===== config.mk =====
export PLATFORM = sky130hd
export DESIGN_NAME = instr_encoder
export DESIGN_NICKNAME = d
export VERILOG_FILES = /design/src/rtl/instr_encoder.sv
export SDC_FILE = /design/constraint.sdc
export NUM_CORES = 1
export LEC_CHECK = 0
export ABC_AREA = 1
export BUFFER_PORTS_ARGS = -buffer_cell sky130_fd_sc_hd__buf_2
export CAP_MARGIN = 10
export CELL_PAD_IN_SITES_DETAIL_PLACEMENT = 1
export CELL_PAD_IN_SITES_GLOBAL_PLACEMENT = 1
export CORE_UTILIZATION = 39
export DETAILED_ROUTE_END_ITERATION = 7
export HOLD_SLACK_MARGIN = 0.12
export PLACE_DENSITY_LB_ADDON = 0.1
export SYNTH_ARGS = -nofsm -noshare
export SYNTH_HDL_FRONTEND = slang
export SYNTH_SLANG_ARGS = --single-unit

===== constraint.sdc =====
create_clock -name clk -period 1.65 [get_ports clk]
set_clock_uncertainty 0.05 [all_clocks]
set_input_delay 0.0825 -clock clk [delete_from_list [all_inputs] [get_ports clk]]
set_output_delay 0.0825 -clock clk [all_outputs]
set_load 0.005 [all_outputs]

===== src/rtl/instr_encoder.sv =====
// RV32I instruction packer: S1 registers fields and legality, S2 packs the word and drives the output.
// Optional ENC_STATS_EN adds saturating delivered/illegal counters.
module instr_encoder #(
  parameter int CNT_W = 16
) (
  input  logic             clk,
  input  logic             rstn,
  input  logic             in_valid,
  output logic             in_ready,
  input  logic [6:0]       in_opcode,
  input  logic [2:0]       in_funct3,
  input  logic [6:0]       in_funct7,
  input  logic [4:0]       in_rd,
  input  logic [4:0]       in_rs1,
  input  logic [4:0]       in_rs2,
  input  logic [31:0]      in_imm,
  output logic             out_valid,
  input  logic             out_ready,
  output logic [31:0]      out_instr,
  output logic             out_err,
  output logic [CNT_W-1:0] cnt_ok,
  output logic [CNT_W-1:0] cnt_err
);
  localparam logic [6:0]  OP_R     = 7'b0110011;
  localparam logic [6:0]  OP_I     = 7'b0010011;
  localparam logic [6:0]  OP_LUI   = 7'b0110111;
  localparam logic [6:0]  OP_AUIPC = 7'b0010111;
  localparam logic [6:0]  OP_LOAD  = 7'b0000011;
  localparam logic [6:0]  OP_STORE = 7'b0100011;
  localparam logic [6:0]  OP_BR    = 7'b1100011;
  localparam logic [6:0]  OP_JAL   = 7'b1101111;
  localparam logic [6:0]  OP_JALR  = 7'b1100111;
  localparam logic [31:0] NOP      = 32'h0000_0013;

  logic        w_s1_adv;
  logic        w_s2_adv;
  logic        w_f7_rs_ok;
  logic        w_imm12_ok;
  logic        w_shamt_ok;
  logic        w_legal;
  logic [31:0] w_packed;

  logic        r_s1_valid;
  logic        r_s1_legal;
  logic [6:0]  r_s1_op;
  logic [2:0]  r_s1_f3;
  logic [6:0]  r_s1_f7;
  logic [4:0]  r_s1_rd;
  logic [4:0]  r_s1_rs1;
  logic [4:0]  r_s1_rs2;
  logic [31:0] r_s1_imm;

  logic        r_s2_valid;
  logic [31:0] r_out_instr;
  logic        r_out_err;

  assign w_s2_adv  = !r_s2_valid || out_ready;
  assign w_s1_adv  = !r_s1_valid || w_s2_adv;
  assign in_ready  = w_s1_adv;
  assign out_valid = r_s2_valid;
  assign out_instr = r_out_instr;
  assign out_err   = r_out_err;

  // Legality of the incoming request: opcode known and immediate fits its format.
  always_comb begin
    w_f7_rs_ok = (in_funct7 == 7'b0000000) || (in_funct7 == 7'b0100000);
    w_imm12_ok = (in_imm[31:11] == {21{in_imm[11]}});
    w_shamt_ok = (in_imm[31:5] == 27'd0);
    w_legal    = 1'b0;
    case (in_opcode)
      OP_R: w_legal = w_f7_rs_ok;
      OP_I: begin
        if (in_funct3 == 3'b001) begin
          w_legal = w_shamt_ok && (in_funct7 == 7'b0000000);
        end else if (in_funct3 == 3'b101) begin
          w_legal = w_shamt_ok && w_f7_rs_ok;
        end else begin
          w_legal = w_imm12_ok;
        end
      end
      OP_LOAD, OP_JALR, OP_STORE, OP_BR: w_legal = w_imm12_ok;
      OP_LUI, OP_AUIPC:                  w_legal = (in_imm[11:0] == 12'd0);
      OP_JAL:                            w_legal = (in_imm[31:19] == {13{in_imm[19]}});
      default:                           w_legal = 1'b0;
    endcase
  end

  // Stage 1: capture request fields and the legality verdict.
  always_ff @(posedge clk or negedge rstn) begin
    if (!rstn) begin
      r_s1_valid <= 1'b0;
      r_s1_legal <= 1'b0;
      r_s1_op    <= 7'd0;
      r_s1_f3    <= 3'd0;
      r_s1_f7    <= 7'd0;
      r_s1_rd    <= 5'd0;
      r_s1_rs1   <= 5'd0;
      r_s1_rs2   <= 5'd0;
      r_s1_imm   <= 32'd0;
    end else if (w_s1_adv) begin
      r_s1_valid <= in_valid;
      if (in_valid) begin
        r_s1_legal <= w_legal;
        r_s1_op    <= in_opcode;
        r_s1_f3    <= in_funct3;
        r_s1_f7    <= in_funct7;
        r_s1_rd    <= in_rd;
        r_s1_rs1   <= in_rs1;
        r_s1_rs2   <= in_rs2;
        r_s1_imm   <= in_imm;
      end
    end
  end

  // Field packing; B and J immediates arrive already halved.
  always_comb begin
    w_packed = NOP;
    case (r_s1_op)
      OP_R: w_packed = {r_s1_f7, r_s1_rs2, r_s1_rs1, r_s1_f3, r_s1_rd, r_s1_op};
      OP_I: begin
        if ((r_s1_f3 == 3'b001) || (r_s1_f3 == 3'b101)) begin
          w_packed = {r_s1_f7, r_s1_imm[4:0], r_s1_rs1, r_s1_f3, r_s1_rd, r_s1_op};
        end else begin
          w_packed = {r_s1_imm[11:0], r_s1_rs1, r_s1_f3, r_s1_rd, r_s1_op};
        end
      end
      OP_LOAD, OP_JALR: w_packed = {r_s1_imm[11:0], r_s1_rs1, r_s1_f3, r_s1_rd, r_s1_op};
      OP_STORE: w_packed = {r_s1_imm[11:5], r_s1_rs2, r_s1_rs1, r_s1_f3, r_s1_imm[4:0], r_s1_op};
      OP_BR: w_packed = {r_s1_imm[11], r_s1_imm[9:4], r_s1_rs2, r_s1_rs1, r_s1_f3,
                         r_s1_imm[3:0], r_s1_imm[10], r_s1_op};
      OP_LUI, OP_AUIPC: w_packed = {r_s1_imm[31:12], r_s1_rd, r_s1_op};
      OP_JAL: w_packed = {r_s1_imm[19], r_s1_imm[9:0], r_s1_imm[10], r_s1_imm[18:11],
                          r_s1_rd, r_s1_op};
      default: w_packed = NOP;
    endcase
  end

  // Stage 2: output register, held while the consumer stalls.
  always_ff @(posedge clk or negedge rstn) begin
    if (!rstn) begin
      r_s2_valid  <= 1'b0;
      r_out_instr <= 32'd0;
      r_out_err   <= 1'b0;
    end else if (w_s2_adv) begin
      r_s2_valid <= r_s1_valid;
      if (r_s1_valid) begin
        r_out_instr <= r_s1_legal ? w_packed : NOP;
        r_out_err   <= !r_s1_legal;
      end
    end
  end

`ifdef ENC_STATS_EN
  localparam logic [CNT_W-1:0] CNT_ONE = {{(CNT_W-1){1'b0}}, 1'b1};
  localparam logic [CNT_W-1:0] CNT_MAX = {CNT_W{1'b1}};

  logic [CNT_W-1:0] r_cnt_ok;
  logic [CNT_W-1:0] r_cnt_err;

  // Saturating counts of delivered legal and illegal requests.
  always_ff @(posedge clk or negedge rstn) begin
    if (!rstn) begin
      r_cnt_ok  <= {CNT_W{1'b0}};
      r_cnt_err <= {CNT_W{1'b0}};
    end else if (r_s2_valid && out_ready) begin
      if (r_out_err) begin
        if (r_cnt_err != CNT_MAX) begin
          r_cnt_err <= r_cnt_err + CNT_ONE;
        end
      end else begin
        if (r_cnt_ok != CNT_MAX) begin
          r_cnt_ok <= r_cnt_ok + CNT_ONE;
        end
      end
    end
  end

  assign cnt_ok  = r_cnt_ok;
  assign cnt_err = r_cnt_err;
`else
  assign cnt_ok  = {CNT_W{1'b0}};
  assign cnt_err = {CNT_W{1'b0}};
`endif

endmodule


; ---- Word level (Yosys, flattened, before mapping)
; Cells that the tools add are included.
; Widths: inputs -> output; s select.
[totals]
elab_cells = 61
reg_bits = 100
input_bits = 68
[op_classes]
eq_ne = 25
mux = 6
reduce_logical = 18
[op_table]
columns = operator, n
row1 = $pmux 32 s7, 1
row2 = $mux 32, 2
row3 = $eq 7x6->1 const B, 7
row4 = $eq 7x7->1 const B, 6
row5 = $eq 7x5->1 const B, 4
row6 = $logic_not 27->1, 1
row7 = $eq 20x20->1, 1
row8 = $eq 7x2->1 const B, 2
row9 = $eq 12x12->1, 1
row10 = $logic_not 12->1, 1
row11 = $logic_not 7->1, 1
row12 = $eq 3x1->1 const B, 2
row13 = $eq 3x3->1 const B, 2
row14 = $reduce_or 2->1, 3
row15 = $pmux 1 s5, 1
row16 = $logic_or 1x1->1, 4
row17 = $reduce_and 2->1, 2
row18 = $reduce_or 4->1, 1
row19 = $logic_not 1->1, 3
row20 = $logic_and 1x1->1, 2
row21 = $mux 1, 2

; ---- Longest topological paths before layout
[depth]
word_depth = 6
mapped_depth = 12
ltp_nobuf = 12

; ---- Worst setup path before layout
; Ideal clock, no wire load.
[synth_path]
path_kind = register -> register
startpoint = reg r_s1_op[1]
endpoint = reg r_out_instr[23], in the netlist out_instr[23]
t_arrival_ns = 1.333
path_stages_with_launch = 12
required_time_ns = 1.484
n_path_buf = 1
path_slack_ns = 0.151
cell_sequence = dfrtp_1 -> nand2_2 -> nor2_1 -> nand2_1 -> o21ai_4 -> nor2_4 -> nand2_2 -> nand2_4 -> inv_4 -> buf_6 -> nand2_1 -> nand2_1
[synth_via]
elab_chain_len = 4
word_cells_on_any_way = 13
classes_between = eq/ne: 9 / mux: 2 / reduce/logical: 2
[synth_rtl]
columns = element, line_no
row1 = "start, declared", 45  ; logic [6:0] r_s1_op;
row2 = "start signal, assigned", 104  ; r_s1_op <= in_opcode;
row3 = "$eq 7x6->1, or another cell as far along", 118  ; case (r_s1_op)
row4 = $reduce_or 2->1, 118
row5 = $pmux 32 s7 (*), 118
row6 = $mux 32 (*), 147  ; r_out_instr <= r_s1_legal ? w_packed : NOP;
row7 = "end signal, assigned", 147
row8 = "end, declared", 54  ; logic [31:0] r_out_instr;
; Mark *: on every way between the ends. The rest lies on a longest branch, timed or not.
; A chain may end at the register's enable or synchronous reset.

; ---- Final worst setup path
[layout_path]
startpoint = reg r_s1_op[1]
endpoint = reg r_out_instr[3], in the netlist out_instr[3]
; The elaborated chain is that of the path after synthesis.

==> metrics.csv <==
metric,value,unit
cp_max_fo,7,
async_reset_ff_share,100,%
io_buffers,102,
synth-edff-count,0,
status,"finished, final reports clean",
worst_ep_required_time,1.88,ns
die_area,14000,sq um
seq_area,2510,sq um
syn_area_per_cell,8.03,sq um
cp.arrival,1.87,ns
power_density,867,nW/um^2
cts_root_buffer,clkbuf_16,
min_period_over_period,99.5,%
path_cells,nand2_4 > nor3_4 > nand2_2 > nand3_2 > nor2_4 > nand2_4 > nand2_8 > buf_8 > o21ai_2,
worstSetupPathType,flop to flop,
fillers,1588,
boundaryPins,135,
nNetsFinal,925,
fmax,0.609,GHz
final-max-slew-violation-count,0,
grt_max_degree,37,
power_frac_seq,44.9,%
cap_viol_max_count,0,
area_delta_synth_final,41.7,%
p_leak,3.85,nW
p_switching,1.85,mW
critPathLaunchType,flop,
fin_hold_ws,0.174,ns
swShare,28.7,%
dr.pass1.iters,4,
die_w,118,microns
slowest_delay,0.39,ns
drc_errors,0,
grt_pass1_wl,27100,microns
wl_per_cell,16.4,microns
synth_ff_type,dfrtp_1,
worst_setup_path_end_kind,flop,
multi_input_area,2600,sq um
core_area,13200,sq um
diodes,0,
wl,17000,microns
tns,0,ns
initial_core_util,39.9,%
grtUsageTotal,24.9,%
dr_total_vias,5017,
yosysSeqAreaShare,47.5,%
syn_inst,656,
min_path_type,input pin to async pin,
rows,42,
drive_above_1_share,32.4,%
clockBufferDepth,2,
clkTransAtPathRegs,0.07,ns
antenna_left,0,
finalSetupViolations,0,
p_comb_share,19.9,%
ys_ff_latch,100,
viasPerCell,4.84,
h-tree-depth,3,
grt_pass1_vias,5271,
netlist_area,5270,sq um
p_int,4.62,mW
slowest_stage,dfrtp_1,
drt_iter0_drc,204,
ir_drop,0.000584,V
ys_types,36,
antenna_found_initial,0,
routabilityCongestion,0.874,
p_clk_share,35.2,%
dpl.hpwl,11900,microns
fin_crit,1.64,ns
clkSinkCount,100,
hold_viol_final,0,
die_y,118,microns
cpMostUsedCell,nand2_4,
grt_overflow_total,0,
clkLatencyLatePin,0.35,ns
cts_buffers,9,
rsz0062_at_grt,yes,
ys_warn_count,0,
cts_tree,yes,
==> repair_timing <==
action | in CTS | in global routing
buffers inserted | 8 | 6
resized for setup | 43 | 63
hold buffers | 67 | 0
hold endpoints to repair | 167 | 0
pin swaps | 19 | 34
setup endpoints to repair | 25 | 37
gates cloned | 1 | 0
==> layer usage <==
| layer | vias to the layer above | global-route usage (%) | wire length (microns) |
|---|---|---|---|
| li1 | 2415 | - | - |
| met1 | 2453 | 33.4 | 7730 |
| met2 | 126 | 41.9 | 8370 |
| met3 | 23 | 3.47 | 599 |
| met4 | 0 | 7.13 | 257 |
| met5 | - | 0 | 0 |
==> kinds of logic after synthesis <==
family	share of synthesized area [%]
AOI/OAI and AO/OA	10.5
adders and majority gates	0.475
buffers and inverters	11.2
DFF	47.5
muxes	5.77
other	0.0712
and+or+nand+nor	24.4
==> flip-flops by register name, summed over array words and instances, names as in the netlist <==
| register | count |
|---|---|
| out_instr | 32 |
| r_s1_imm | 32 |
| r_s1_f7 | 7 |
| r_s1_op | 7 |
| r_s1_rd | 5 |
| r_s1_rs1 | 5 |
| r_s1_rs2 | 5 |
| r_s1_f3 | 3 |
| out_err | 1 |
| out_valid | 1 |
| r_s1_legal | 1 |
| r_s1_valid | 1 |
==> metrics by stage <==
step | power (mW) | worst slack, ns | instances | instance area (sq um) | utilization (%)
finish | 6.47 | 0.00821 | 1036 | 7460 | 56.6
global placement | 3.85 | -0.127 | 940 | 6010 | 45.6
CTS | 6.37 | -0.0148 | 1032 | 7230 | 54.8
global route | 6.74 | -0.0926 | 1036 | 7460 | 56.6
floorplan | 3.49 | 0.151 | 687 | 5380 | -
detailed placement | 3.91 | -0.162 | 940 | 6010 | 45.6
==> final timing paths <==
check / from / to / slack [ns] / depth (start not counted)
max: r_s1_op[1] / out_instr[3] / 0.008 / 9
min: rstn / out_instr[0] / 0.17 / 2
max reg2reg: r_s1_op[1] / out_instr[3] / 0.008 / 9
min reg2reg: out_instr[0] / out_instr[0] / 0.41 / 1
max in group asynchronous: rstn / r_s1_imm[7] / 0.76 / 3
min in group clk: in_imm[19] / r_s1_imm[19] / 0.22 / 3
==> critical path: cells and delay by family (launching register included) <==
family | cells | cell delay (ns)
buf+inv | 1 | 0.16
compound gates | 1 | 0.11
flops | 1 | 0.39
simple gates | 7 | 0.86
==> cell type report <==
| cell class | count | area share, % |
|---|---|---|
| sequential | 100 | 33.6 |
| inverter | 66 | 3.49 |
| clock inverter | 5 | 1.01 |
| tap | 176 | 2.95 |
| clock buffer | 11 | 3.25 |
| multi-input combinational | 471 | 34.9 |
| timing repair buffer | 207 | 20.8 |
==> power groups by stage <==
stage / combinational [mW] / sequential (mW) / clock, mW
after floorplan: 0.649 / 2.84 / 0
after global placement: 0.960 / 2.89 / 0
after detailed placement: 0.998 / 2.91 / 0
after CTS: 1.19 / 2.88 / 2.30
after global routing: 1.42 / 2.92 / 2.39
final: 1.29 / 2.90 / 2.28
==> placed cells by master (no fill, tap or decap), types with 3 or more instances in the layout <==
| master | count |
|---|---|
| dfrtp_1 | 97 |
| inv_1 | 56 |
| o21ai_1 | 6 |
| nand4_1 | 4 |
| clkinv_2 | 3 |
| a21oi_2 | 11 |
| nor2_2 | 10 |
| o21ai_0 | 24 |
| conb_1 | 32 |
| inv_2 | 9 |
| buf_4 | 28 |
| nand2_4 | 9 |
| nor3_1 | 3 |
| mux2_2 | 27 |
| o22ai_2 | 3 |
| nand2_2 | 16 |
| a21oi_1 | 24 |
| clkbuf_16 | 9 |
| o22ai_1 | 10 |
| buf_12 | 3 |
| buf_2 | 99 |
| buf_6 | 9 |
| o21ai_2 | 12 |
| nand3_1 | 12 |
| dlygate4sd3_1 | 66 |
| nor2_1 | 75 |
| dfrtp_2 | 3 |
| nor2_4 | 5 |
| nand3_2 | 5 |
| nand2_1 | 166 |
==> cell usage after synthesis (all sizes together), types with 2 or more instances <==
cell | count | area (sq um)
buf | 43 | 312
dfrtp | 100 | 2500
nand2 | 191 | 737
o22ai | 13 | 87.6
nor3 | 6 | 45.0
mux2 | 27 | 304
o21ai | 44 | 269
or2 | 2 | 12.5
nand3 | 18 | 95.1
a21oi | 36 | 184
inv | 66 | 250
ha | 2 | 25.0
nand4 | 4 | 25.0
clkbuf | 8 | 30.0
nor2 | 90 | 345
Power figures use the tool's default switching activity.
